### src/rtl/vga_pattern_gen_pkg.sv
// Shared VGA timing constants and pattern codes, used by the pattern source
// and by the downstream sync/porch stage.
package vga_pattern_gen_pkg;

    localparam int CNT_W = 10;

    localparam int TOTAL_COLS  = 800;
    localparam int TOTAL_ROWS  = 525;
    localparam int ACTIVE_COLS = 640;
    localparam int ACTIVE_ROWS = 480;

    localparam int H_FRONT_PORCH = 16;
    localparam int H_SYNC_WIDTH  = 96;
    localparam int H_BACK_PORCH  = 48;
    localparam int V_FRONT_PORCH = 10;
    localparam int V_SYNC_WIDTH  = 2;
    localparam int V_BACK_PORCH  = 33;

    localparam int NUM_BARS     = 8;
    localparam int MOVING_BAR_W = 16;

    localparam logic [2:0] PAT_BLACK   = 3'd0;
    localparam logic [2:0] PAT_WHITE   = 3'd1;
    localparam logic [2:0] PAT_RED     = 3'd2;
    localparam logic [2:0] PAT_BARS    = 3'd3;
    localparam logic [2:0] PAT_CHECKER = 3'd4;
    localparam logic [2:0] PAT_BORDER  = 3'd5;
    localparam logic [2:0] PAT_MOVING  = 3'd6;
    localparam logic [2:0] PAT_RSVD    = 3'd7;

endpackage

### src/rtl/vga_pixel_counter.sv
// Free-running column/row counters with end-of-line and end-of-frame strobes;
// reusable by any video source running on the pixel clock.
module vga_pixel_counter
    import vga_pattern_gen_pkg::*;
#(
    parameter int TOTAL_COLS = vga_pattern_gen_pkg::TOTAL_COLS,
    parameter int TOTAL_ROWS = vga_pattern_gen_pkg::TOTAL_ROWS
) (
    input  logic             i_Clk,
    input  logic             i_Rst,
    output logic [CNT_W-1:0] o_Col,
    output logic [CNT_W-1:0] o_Row,
    output logic             o_Line_End,
    output logic             o_Frame_End
);

    logic [CNT_W-1:0] r_Col;
    logic [CNT_W-1:0] r_Row;

    assign o_Line_End  = (r_Col == CNT_W'(TOTAL_COLS - 1));
    assign o_Frame_End = o_Line_End && (r_Row == CNT_W'(TOTAL_ROWS - 1));

    // NOTE: sequential state uses non-blocking assignments so every register
    // samples pre-edge values, independent of statement order.
    always_ff @(posedge i_Clk) begin
        if (i_Rst) begin
            r_Col <= '0;
            r_Row <= '0;
        end else if (o_Line_End) begin
            r_Col <= '0;
            r_Row <= o_Frame_End ? '0 : r_Row + 1'b1;
        end else begin
            r_Col <= r_Col + 1'b1;
        end
    end

    assign o_Col = r_Col;
    assign o_Row = r_Row;

endmodule

### src/rtl/vga_pattern_gen.sv
// Test-pattern video source: pixel counters, frame-latched pattern select,
// colour-bar tracker, moving-bar position and one output register stage.
module vga_pattern_gen
    import vga_pattern_gen_pkg::*;
#(
    parameter int COLOR_BITS  = 3,
    parameter int TOTAL_COLS  = vga_pattern_gen_pkg::TOTAL_COLS,
    parameter int TOTAL_ROWS  = vga_pattern_gen_pkg::TOTAL_ROWS,
    parameter int ACTIVE_COLS = vga_pattern_gen_pkg::ACTIVE_COLS,
    parameter int ACTIVE_ROWS = vga_pattern_gen_pkg::ACTIVE_ROWS,
    parameter int BAR_STEP    = 4
) (
    input  logic                  i_Clk,
    input  logic                  i_Rst,
    input  logic [2:0]            i_Pattern_Sel,
    output logic [CNT_W-1:0]      o_Col_Count,
    output logic [CNT_W-1:0]      o_Row_Count,
    output logic                  o_Frame_Start,
    output logic [COLOR_BITS-1:0] o_Red_Video,
    output logic [COLOR_BITS-1:0] o_Grn_Video,
    output logic [COLOR_BITS-1:0] o_Blu_Video
);

    localparam int BAR_W = ACTIVE_COLS / NUM_BARS;
    localparam int SUB_W = (BAR_W > 1) ? $clog2(BAR_W) : 1;

    logic [CNT_W-1:0] r_Col;
    logic [CNT_W-1:0] r_Row;
    logic             w_Line_End;
    logic             w_Frame_End;

    logic [2:0]       r_Pattern;
    logic [CNT_W-1:0] r_Bar_X;
    logic [2:0]       r_Bar_Idx;
    logic [SUB_W-1:0] r_Bar_Sub;

    logic [CNT_W:0]   w_Bar_X_Next;
    logic [CNT_W:0]   w_Bar_End;
    logic             w_Active;
    logic             w_Border;
    logic             w_In_Bar;
    logic [2:0]       w_Rgb;

    vga_pixel_counter #(
        .TOTAL_COLS (TOTAL_COLS),
        .TOTAL_ROWS (TOTAL_ROWS)
    ) u_pixel_counter (
        .i_Clk       (i_Clk),
        .i_Rst       (i_Rst),
        .o_Col       (r_Col),
        .o_Row       (r_Row),
        .o_Line_End  (w_Line_End),
        .o_Frame_End (w_Frame_End)
    );

    // Bar index follows r_Col/BAR_W by counting, so no divider is needed.
    always_ff @(posedge i_Clk) begin
        if (i_Rst || w_Line_End) begin
            r_Bar_Idx <= '0;
            r_Bar_Sub <= '0;
        end else if (r_Bar_Sub == SUB_W'(BAR_W - 1)) begin
            r_Bar_Idx <= r_Bar_Idx + 3'd1;
            r_Bar_Sub <= '0;
        end else begin
            r_Bar_Sub <= r_Bar_Sub + 1'b1;
        end
    end

    assign w_Bar_X_Next = {1'b0, r_Bar_X} + (CNT_W + 1)'(BAR_STEP);

    always_ff @(posedge i_Clk) begin
        if (i_Rst) begin
            r_Pattern <= PAT_BLACK;
            r_Bar_X   <= '0;
        end else if (w_Frame_End) begin
            r_Pattern <= i_Pattern_Sel;
            if (w_Bar_X_Next >= (CNT_W + 1)'(ACTIVE_COLS))
                r_Bar_X <= CNT_W'(w_Bar_X_Next - (CNT_W + 1)'(ACTIVE_COLS));
            else
                r_Bar_X <= CNT_W'(w_Bar_X_Next);
        end
    end

    assign w_Active  = (r_Col < CNT_W'(ACTIVE_COLS)) && (r_Row < CNT_W'(ACTIVE_ROWS));
    assign w_Border  = (r_Col == '0) || (r_Col == CNT_W'(ACTIVE_COLS - 1)) ||
                       (r_Row == '0) || (r_Row == CNT_W'(ACTIVE_ROWS - 1));
    // The bar is clipped at the right edge rather than wrapping to column 0.
    assign w_Bar_End = {1'b0, r_Bar_X} + (CNT_W + 1)'(MOVING_BAR_W);
    assign w_In_Bar  = (r_Col >= r_Bar_X) && ({1'b0, r_Col} < w_Bar_End);

    // NOTE: w_Rgb gets a default before the case so no path leaves it
    // unassigned, which would otherwise infer a latch.
    always_comb begin
        w_Rgb = 3'b000;
        case (r_Pattern)
            PAT_WHITE:   w_Rgb = 3'b111;
            PAT_RED:     w_Rgb = 3'b100;
            PAT_BARS:    w_Rgb = r_Bar_Idx;
            PAT_CHECKER: w_Rgb = {3{r_Col[5] ^ r_Row[5]}};
            PAT_BORDER:  w_Rgb = {3{w_Border}};
            PAT_MOVING:  w_Rgb = {3{w_In_Bar}};
            default:     w_Rgb = 3'b000;
        endcase
        if (!w_Active)
            w_Rgb = 3'b000;
    end

    always_ff @(posedge i_Clk) begin
        if (i_Rst) begin
            o_Col_Count   <= '0;
            o_Row_Count   <= '0;
            o_Frame_Start <= 1'b0;
            o_Red_Video   <= '0;
            o_Grn_Video   <= '0;
            o_Blu_Video   <= '0;
        end else begin
            o_Col_Count   <= r_Col;
            o_Row_Count   <= r_Row;
            o_Frame_Start <= (r_Col == '0) && (r_Row == '0);
            o_Red_Video   <= {COLOR_BITS{w_Rgb[2]}};
            o_Grn_Video   <= {COLOR_BITS{w_Rgb[1]}};
            o_Blu_Video   <= {COLOR_BITS{w_Rgb[0]}};
        end
    end

endmodule

### config.mk
export PLATFORM = sky130hd
export DESIGN_NAME = vga_pattern_gen
export DESIGN_NICKNAME = d
export VERILOG_FILES = /design/src/rtl/vga_pattern_gen_pkg.sv /design/src/rtl/vga_pixel_counter.sv /design/src/rtl/vga_pattern_gen.sv
export SDC_FILE = /design/constraint.sdc
export NUM_CORES = 1
export LEC_CHECK = 0
export CELL_PAD_IN_SITES_DETAIL_PLACEMENT = 2
export CELL_PAD_IN_SITES_GLOBAL_PLACEMENT = 2
export CORE_MARGIN = 2
export CORE_UTILIZATION = 37
export CTS_CLUSTER_SIZE = 16
export DETAILED_ROUTE_END_ITERATION = 6
export GPL_ROUTABILITY_DRIVEN = 0
export GPL_TIMING_DRIVEN = 0
export HOLD_SLACK_MARGIN = 0.06
export PLACE_DENSITY_LB_ADDON = 0.15
export SETUP_SLACK_MARGIN = 0.5
export SLEW_MARGIN = 20
export SYNTH_ARGS = -nofsm -noshare
export SYNTH_HDL_FRONTEND = slang
export SYNTH_SLANG_ARGS = --single-unit
export TNS_END_PERCENT = 1
### constraint.sdc
create_clock -name i_Clk -period 5.2 [get_ports i_Clk]
set_input_delay 1.56 -clock i_Clk [delete_from_list [all_inputs] [get_ports i_Clk]]
set_output_delay 1.56 -clock i_Clk [all_outputs]
set_load 0.005 [all_outputs]
==> results_dict.tcl <==
set metrics [dict create \
    status "completed" \
    synth_edf_count 0 \
    synth_cells 366 \
    fp.dieH_um 97.9 \
    wire_per_inst_um 17.9 \
    postLayoutCoreUtil_pct 46.2 \
    grt_max_degree 13 \
    timing.final.crit_share_pct 60.4 \
    clk_pin_slew_ps 70 \
    holdBufCountCts 0 \
    dp_hpwl_mm 7.00 \
    setup_violations 0 \
    area_delta_synth_final_pct 22.3 \
    ys_ff_latch 65 \
    post_cts_buffers 0 \
    synthFlopType "dfxtp_1" \
    cts_tree "yes" \
    antenna_found_initial 0 \
    post_cts_resize_count 0 \
    cts_root_buffer "clkbuf_8" \
    wirelength_mm 9.40 \
    synth_area_leaders "dfxtp_1, ha_1, xnor2_1" \
    cp.required_ps 5400 \
    io_pins 35 \
    clock_sinks 65 \
    max_slew_margin_pct 55.7 \
    crit_path_start_kind "primary input" \
    p_sw_w 0.000238 \
    clock.fmax_mhz 319 \
    clockBufferDepth 2 \
    rsz0062_at_grt "false" \
    num_antenna_cells 0 \
    cts.htree.levels 3 \
    finalMaxSlewViolations 0 \
    yosys.area.top_type_share_pct 39.9 \
    ys_seq_area_share_pct 39.9 \
    drt_iter0_drc 90 \
    grt_overflow 0 \
    cts_buffers 9 \
    worstSkewPairLatency_ps 350 \
    first_global_vias 2922 \
    p_leak_nw 1.48 \
    yosys.area.top_type "dfxtp_1" \
    syn_area_per_cell_um2 8.91 \
    remaining_drc_errors 0 \
    drv_cap 0 \
    worst_pin_slew_ps 664 \
    nFillCells 954 \
    seq_power_share_pct 46.6 \
    dr_total_vias 2726 \
    num-nets-final 440 \
    yosys_warnings 0 \
    skew_ps 11.0 \
    hold_viol 0 \
    crit_type "primary input to register" \
    swShare_pct 21.9 \
    grt_use_total_pct 21.0 \
    internal_power_w 0.000851 \
    tns_ps 0 \
    viasPerCell 5.20 \
    power_density_nw_per_um2 273 \
    synth.distinct_cells 53 \
    ys_async_sr_fraction_pct 0 \
    io_buffers 34 \
    r2r_setup_slack_ps 2310 \
    core-area_um2 8640 \
    dr.pass1.iters 4 \
    drtAntennaViolNets 0 \
    worstPathArrival_ps 3340 \
    grt_pass1_wl_mm 15.8 \
    end_kind "register" \
    drive_gt1_share_pct 10.6 \
    die_area_um2 9580 \
    die_w_um 97.9 \
    synth_fp_nets 395 \
    min_period_ps 3140 \
    syn_area_um2 3260 \
    start_util_pct 37.8 \
    clock_power_share_pct 50.3 \
    hp-class "register to register" \
    p_comb_share_pct 3.1 \
    ir_drop_mv 0.137 \
    crit_fanout 10 \
    rows 34 \
]
[Yosys cell counts (all sizes together), types with 2 or more instances]
cell type / number
a21oi: 19
a31oi: 3
and2: 3
and3: 6
and4: 3
buf: 14
clkbuf: 4
dfxtp: 65
ha: 24
inv: 22
mux2i: 2
nand2: 16
nand2b: 2
nand3: 19
nand4: 8
nor2: 53
nor2b: 20
nor3: 7
nor4: 2
nor4b: 3
o21ai: 18
xnor2: 24
xor2: 11
[logic make-up (layout without fill, tap and decap cells)]
| logic type | after synthesis | count (layout) | share of synthesized area (%) |
|---|---|---|---|
| flip-flops | 65 | 65 | 39.9 |
| XOR/XNOR | 35 | 35 | 9.63 |
| multiplexers | 3 | 3 | 0.959 |
| buffers and inverters | 40 | 90 | 6.18 |
| AND/OR/NAND/NOR | 148 | 148 | 24.6 |
| AO/OA/AOI/OAI | 51 | 51 | 9.55 |
| adder cells (fa/ha/maj) | 24 | 24 | 9.21 |
[per-stage QoR]
step / area, µm² / hold WS (ps) / instances / total power [W] / setup slack [ps]
2_1_floorplan: 3260 / 413 / 366 / 0.000535 / 2840
3_3_place_gp: 3740 / 425 / 508 / 0.000552 / 1740
3_5_place_dp: 3740 / 434 / 508 / 0.000553 / 1700
4_1_cts: 3990 / 446 / 524 / 0.00110 / 2060
5_1_grt: 3990 / 472 / 524 / 0.00113 / 1970
6_report: 3990 / 445 / 524 / 0.00109 / 2060
[cells in the final DEF (no fill, tap or decap), drive strengths merged, types with 18 or more instances in the layout]
cell and instances:
xnor2 24, o21ai 18, nor2b 20, a21oi 19
clkdlybuf4s50 34, dfxtp 65, nor2 53, nand3 19
inv 23, ha 24
[sequential cells by signal (all words and copies together), names as in the netlist]
register,flops
u_pixel_counter.o_Col,10
o_Row_Count,10
u_pixel_counter.o_Row,10
r_Bar_Idx,3
r_Bar_Sub,7
r_Pattern,3
r_Bar_X,8
o_Frame_Start,1
o_Grn_Video,1
o_Red_Video,1
o_Col_Count,10
o_Blu_Video,1
[cell type report]
class | count | area (µm²) | share of cell area (%)
plain buffers | 18 | 119 | 2.98
well taps | 108 | 135 | 3.39
clock inverters | 6 | 114 | 2.85
repair buffers | 34 | 340 | 8.53
clock buffers | 10 | 138 | 3.45
flip-flops and latches | 65 | 1300 | 32.6
inverters | 22 | 82.6 | 2.07
multi-input cells | 261 | 1760 | 44.1
[per-layer routing]
layer | wire, µm | track usage [%] | vias to the layer above
met5 | 0 | 0 | -
met3 | 402 | 3.01 | 12
met4 | 143 | 7.26 | 0
li1 | - | - | 1324
met1 | 4340 | 28.5 | 1335
met2 | 4510 | 34.4 | 55
[path summary, 6_finish.rpt]
check / from / to / depth (start not counted)
min: r_Bar_Sub[0] / r_Bar_Sub[0] / 1
min reg2reg: r_Bar_Sub[0] / r_Bar_Sub[0] / 1
max reg2reg: r_Bar_X[4] / o_Red_Video[0] / 8
max: i_Rst / o_Row_Count[5] / 4
[power groups by stage]
stage	logic, W	registers [W]	clock network, W
final	0.0000340	0.000507	0.000548
after global routing	0.0000388	0.000508	0.000583
after CTS	0.0000351	0.000507	0.000559
after detailed placement	0.0000347	0.000519	0
after global placement	0.0000339	0.000518	0
after floorplan	0.0000175	0.000518	0
[worst max-delay path: stages]
cell and delay (ps):
clkdlybuf4s50_1 580, clkbuf_1 500, buf_1 570, nor2_1 120
No activity file was read; power rests on OpenSTA's default activity.
